## src/rtl/adc_sample_scheduler.sv

```systemverilog
// Conversion scheduler for the thermocouple ADC: periodic or one-shot batches of
// 2^n conversions, averaged and published to the host register file.
//
// state   | meaning
// IDLE    | no batch; waiting for tick, oneshot or pending request
// START   | batch active; issue adc_start once the SPI master is free
// WAIT    | conversion outstanding; accumulate on adc_done or time out
// PUBLISH | result/result_valid presented this cycle; pending batch may follow
module adc_sample_scheduler #(
  parameter int DATA_W   = 12,
  parameter int PERIOD_W = 16,
  parameter int TIMEOUT  = 1024
) (
  input  logic                clk,
  input  logic                rst_n,
  input  logic                ena,
  input  logic                cfg_enable,
  input  logic [PERIOD_W-1:0] cfg_period,
  input  logic [1:0]          cfg_avg_log2,
  input  logic                oneshot,
  output logic                adc_start,
  input  logic                adc_busy,
  input  logic                adc_done,
  input  logic [DATA_W-1:0]   adc_data,
  input  logic                adc_fault,
  output logic [DATA_W-1:0]   result,
  output logic                result_valid,
  output logic                result_fault,
  output logic                busy,
  output logic                overrun,
  input  logic                ovr_clr
);

  localparam int ACC_W = DATA_W + 3;
  localparam int TO_W  = (TIMEOUT > 1) ? $clog2(TIMEOUT) : 1;

  localparam logic [1:0] S_IDLE    = 2'd0;
  localparam logic [1:0] S_START   = 2'd1;
  localparam logic [1:0] S_WAIT    = 2'd2;
  localparam logic [1:0] S_PUBLISH = 2'd3;

  logic [1:0]          state;
  logic [PERIOD_W-1:0] tmr;
  logic [ACC_W-1:0]    acc;
  logic [3:0]          cnt;
  logic [1:0]          n_lat;
  logic                fault_or;
  logic                pending;
  logic [TO_W-1:0]     wait_cnt;

  logic                run;
  logic                tick;
  logic                trig;
  logic                start_batch;
  logic                done_last;
  logic                timed_out;
  logic [ACC_W-1:0]    acc_sum;

  assign run  = cfg_enable & ena;
  // >= rather than == so a period shrunk mid-count still wraps promptly
  assign tick = run & ((cfg_period <= PERIOD_W'(1)) | (tmr >= cfg_period - PERIOD_W'(1)));
  assign trig = tick | oneshot | pending;

  // A pending or fresh oneshot during PUBLISH chains straight into the next batch
  assign start_batch = ena & (((state == S_IDLE) & trig) |
                              ((state == S_PUBLISH) & (pending | oneshot)));

  assign acc_sum   = acc + ACC_W'(adc_data);
  assign done_last = (cnt + 4'd1) == (4'd1 << n_lat);
  assign timed_out = wait_cnt == TO_W'(TIMEOUT - 1);
  assign busy      = state != S_IDLE;

  always_ff @(posedge clk or negedge rst_n) begin
    if (!rst_n) begin
      tmr <= '0;
    end else if (!run || tick) begin
      tmr <= '0;
    end else begin
      tmr <= tmr + 1'b1;
    end
  end

  always_ff @(posedge clk or negedge rst_n) begin
    if (!rst_n) begin
      overrun <= 1'b0;
    end else if (tick && state != S_IDLE) begin
      overrun <= 1'b1;
    end else if (ovr_clr) begin
      overrun <= 1'b0;
    end
  end

  always_ff @(posedge clk or negedge rst_n) begin
    if (!rst_n) begin
      pending <= 1'b0;
    end else if (!ena || start_batch) begin
      pending <= 1'b0;
    end else if (oneshot && state != S_IDLE) begin
      pending <= 1'b1;
    end
  end

  always_ff @(posedge clk or negedge rst_n) begin
    if (!rst_n) begin
      state        <= S_IDLE;
      adc_start    <= 1'b0;
      result       <= '0;
      result_valid <= 1'b0;
      result_fault <= 1'b0;
      acc          <= '0;
      cnt          <= '0;
      n_lat        <= '0;
      fault_or     <= 1'b0;
      wait_cnt     <= '0;
    end else begin
      adc_start    <= 1'b0;
      result_valid <= 1'b0;
      if (!ena) begin
        state    <= S_IDLE;
        acc      <= '0;
        cnt      <= '0;
        fault_or <= 1'b0;
        wait_cnt <= '0;
      end else begin
        case (state)
          S_IDLE, S_PUBLISH: begin
            if (start_batch) begin
              state    <= S_START;
              n_lat    <= cfg_avg_log2;
              acc      <= '0;
              cnt      <= '0;
              fault_or <= 1'b0;
            end else begin
              state <= S_IDLE;
            end
          end
          S_START: begin
            if (!adc_busy) begin
              adc_start <= 1'b1;
              wait_cnt  <= '0;
              state     <= S_WAIT;
            end
          end
          S_WAIT: begin
            if (adc_done) begin
              acc      <= acc_sum;
              fault_or <= fault_or | adc_fault;
              cnt      <= cnt + 4'd1;
              if (done_last) begin
                result       <= DATA_W'(acc_sum >> n_lat);
                result_fault <= fault_or | adc_fault;
                result_valid <= 1'b1;
                state        <= S_PUBLISH;
              end else begin
                state <= S_START;
              end
            end else if (timed_out) begin
              // result keeps the last good average; only the fault flag reports the loss
              result_fault <= 1'b1;
              result_valid <= 1'b1;
              state        <= S_PUBLISH;
            end else begin
              wait_cnt <= wait_cnt + 1'b1;
            end
          end
          default: state <= S_IDLE;
        endcase
      end
    end
  end

endmodule

```

## config.mk

```make
export PLATFORM = sky130hd
export DESIGN_NAME = adc_sample_scheduler
export DESIGN_NICKNAME = d
export VERILOG_FILES = /design/src/rtl/adc_sample_scheduler.sv
export SDC_FILE = /design/constraint.sdc
export NUM_CORES = 1
export LEC_CHECK = 0
export BUFFER_PORTS_ARGS = -buffer_cell sky130_fd_sc_hd__buf_4
export CAP_MARGIN = 20
export CELL_PAD_IN_SITES_DETAIL_PLACEMENT = 0
export CELL_PAD_IN_SITES_GLOBAL_PLACEMENT = 1
export CORE_ASPECT_RATIO = 1.2
export CORE_MARGIN = 8
export CORE_UTILIZATION = 45
export CTS_CLUSTER_DIAMETER = 120
export CTS_CLUSTER_SIZE = 28
export DETAILED_ROUTE_END_ITERATION = 8
export PLACE_DENSITY = 0.91
export RECOVER_POWER = 25
export SKIP_LAST_GASP = 1
export SYNTH_ARGS = -nofsm -noshare
export SYNTH_HDL_FRONTEND = slang
export SYNTH_SLANG_ARGS = --single-unit
```

## constraint.sdc

```tcl
create_clock -name clk -period 3.4 [get_ports clk]
set_input_delay 1.02 -clock clk [delete_from_list [all_inputs] [get_ports clk]]
set_output_delay 1.02 -clock clk [all_outputs]
set_load 0.1 [all_outputs]
```

==> flow_summary.toml <==
[layout]
stdcell_area_sq_um = 6200
final_cell_count_no_fill = 781
fill_cells = 838
nets = 727
syn_to_final_growth_pct = 33.7
post-route-util_pct = 61.9
diodes = 0
drive_gt1_share_pct = 27.6

[routing]
wire_per_inst_microns = 15.8
num_vias = 4349
drt_iter0_drc = 187
drc = 0
postRouteAntennaNets = 0
first_pass_iters = 4
wl_microns = 12300
post_drt_via_cell_ratio = 5.57

[sta]
hold_viol = 0
setup_ws_ns = -0.319
max_freq_mhz = 269
drv_slew = 68
fin_worst_skew_ns = 0.00654
period_share_pct = 109
setup_viol = 40
hold_slack_ns = 0.482
min_period_ns = 3.72
rsz0062_at_grt = "yes"
slew_headroom_pct = -12.3
tightest_slew_ns = 1.68

[worst_setup_path]
cp.required_ns = 3.64
crit_end = "acc[14]"
cp_max_fo = 4
worstRegToRegCells = 10
crit_family = "simple AND/OR/NAND/NOR gates"
ff2ff_setup_slack_ns = 0.59
path_cells = "buf_6, or4_4, or4_4, nor2_4, xnor2_2, ha_1, nand4_1, nor3_4, nand3_2, nand4_4, a21oi_2, or3_4, o31ai_2"
slowest_delay_ns = 0.54
slowest_stage = "or4_4"
r2r_start = "acc[0]"
worstPathBufferInverterCount = 1
cp_num_cells = 13
endpoint_kind = "register"
startpoint = "cfg_period[8]"
worstSetupPathType = "input pin to register"
crit_top_cell = "or4_4"
start_kind = "input pin"
arrival_ns = 3.96
timing.rr.end = "result[11]"

[global_routing]
grt-ovfl-total = 0
antenna_found_initial = 0
grt.total_usage_pct = 18.2
grt_pass1_vias = 4395
grt_max_degree = 68
grt_pass1_wl_microns = 20700

[outcome]
violations = "max-capacitance violations, max-slew violations, negative setup slack"
status = "finished with violations"

[logic_synthesis]
synth_flop_cell = "dfrtp_1"
ys_seq_elements = 67
synth_fp_nets = 623
synthMuxAreaShare_pct = 2.54
synth_xor_xnor_area_share_pct = 8.12
synth_warnings = 0
netlist_area_sq_um = 4640
synth_simple_gate_area_share_pct = 22.7
syn_area_per_cell_sq_um = 8.49
postSynthCellCount = 546
synthDistinctLibCells = 52
ys_async_sr_fraction_pct = 100
synthAdderAreaFrac_pct = 10.4
synth_top_family_by_area = "simple AND/OR/NAND/NOR gates"
synth_compound_area_share_pct = 17.2
synth-edff-count = 0
synth-seq-area-share_pct = 36.1

[placement]
place_congestion = 0.897
placed_cell_area_sq_um = 5520
place_inst = 750
port_buffers = 55
dp.final_hpwl_microns = 8750

[pwr]
p_total_mw = 2.81
p_leak_nw = 2.91
power-per-cell-area_nw_per_um2 = 453
peakVddDrop_uv = 309

[die]
initial_utilization_pct = 46.3
io_pins = 56
coreArea_sq_um = 10000
std_cell_rows = 40
fp.dieH_microns = 127
die_area_sq_um = 13800
dieWidth_microns = 109

[clocking]
clockBufferDepth = 2
htreeDepth = 3
clk_latency_ns = 0.33
numClockSinks = 67
clkSlewWorstSetupHoldPaths_ns = 0.05
cts_tree = "done"
cts_hold_buf = 0
cts_root_buf = "clkbuf_16"
numCtsBuffers = 9

[hold_path]
hp-start = "result[2]"
hold_path_class = "register to register"

[flow_run]
cap_viol_max_count = 1
-- flip-flops by register name (all words and copies together), names as in the netlist, 2 cells and up --
signal and count:
acc 15, result 12, cnt 4, state 2, wait_cnt 10, tmr 16, n_lat 2
-- cells by family after synthesis --
family | count (synthesis)
AND/OR/NAND/NOR | 224
AO/OA/AOI/OAI | 127
flip-flops | 67
XOR/XNOR | 43
adder cells (fa/ha/maj) | 38
buffers and inverters | 36
multiplexers | 11
-- synth_stat cells, drive strengths merged, types with 6 or more instances --
cell	instances	area share [%]
nor3	14	1.5
nor2	56	4.5
and2	8	1.1
inv	15	1.2
xor2	19	3.6
dfrtp	67	36
a21oi	20	2.2
nand3	26	2.8
nand2	77	6.2
o31ai	12	1.9
and3	11	1.5
mux2	6	1.5
o21ai	52	5.6
nor2b	6	0.81
clkbuf	18	1.5
ha	37	10
xnor2	24	4.5
a31oi	9	1.3
-- how the worst min path moves through the flow --
| stage | to | slack, ns | cells past startpoint |
|---|---|---|---|
| 3_3_place_gp | result[4] | 0.47 | 2 |
| 2_1_floorplan | acc[2] | 0.45 | 2 |
| 5_1_grt | result[5] | 0.50 | 1 |
| 3_5_place_dp | result[2] | 0.48 | 2 |
| 4_1_cts | acc[9] | 0.49 | 2 |
| 6_report | result[2] | 0.48 | 2 |
-- repair_timing --
| action | 4_1_cts | 5_1_grt |
|---|---|---|
| gates resized for setup | 26 | 36 |
| setup buffers | 10 | 3 |
| setup endpoints to repair | 40 | 40 |
| pin swaps | 5 | 10 |
| gates cloned | 2 | 1 |
-- power by group --
part,switching (mW),internal [mW]
combinational,0.634,0.347
sequential,0.0577,0.846
clock,0.341,0.583
total,1.03,1.78
-- tightest hold or removal path: stages (launching register included) --
cell and delay [ns]:
dfrtp_1 0.34, nand2_1 0.05, o21ai_0 0.06
-- cell usage in the layout (no fill, tap or decap), types with 5 or more instances in the layout --
cell type	Yosys	final
xnor2_1	24	23
dfrtp_1	67	67
nor3_1	14	9
a21oi_1	19	18
o211ai_1	5	5
ha_1	37	37
and3_1	11	11
o21ai_2	0	8
nor2_1	56	50
nand2_1	77	69
o31ai_1	12	9
nor2b_1	6	6
clkbuf_16	0	10
o21ai_0	52	38
a31oi_1	8	8
mux2i_1	5	5
o21ai_1	0	6
nand3_1	26	24
a21o_1	5	5
buf_6	0	11
xor2_1	19	19
buf_4	0	96
o21a_1	5	5
nor2_2	0	5
inv_1	15	15
and2_1	8	8
-- layout make-up --
type	instances	area [sq um]	area share (%)
clock inverter	5	52.6	0.848
timing repair buffer	112	925	14.9
tap	126	158	2.54
sequential	67	1680	27.0
multi-input combinational	444	3090	49.8
clock buffer	11	243	3.92
inverter	16	60.1	0.969
-- layer usage --
| metal | GRT usage, % | wire, microns | vias to the layer above |
|---|---|---|---|
| met5 | 0 | 0 | - |
| met4 | 6.94 | 241 | 0 |
| met3 | 3.42 | 552 | 19 |
| met2 | 31.2 | 6340 | 90 |
| met1 | 21.8 | 5180 | 2087 |
| li1 | - | - | 2153 |
-- stage by stage --
stage                     worst slack (ns)  setup TNS [ns]
final                               -0.319           -9.04
after global routing                -0.424          -12.88
after CTS                           -0.206           -4.08
after detailed placement            -0.648          -22.59
after global placement              -0.551          -19.18
after floorplan                     -0.293           -9.51
No activity file was read; power rests on OpenSTA's default activity.
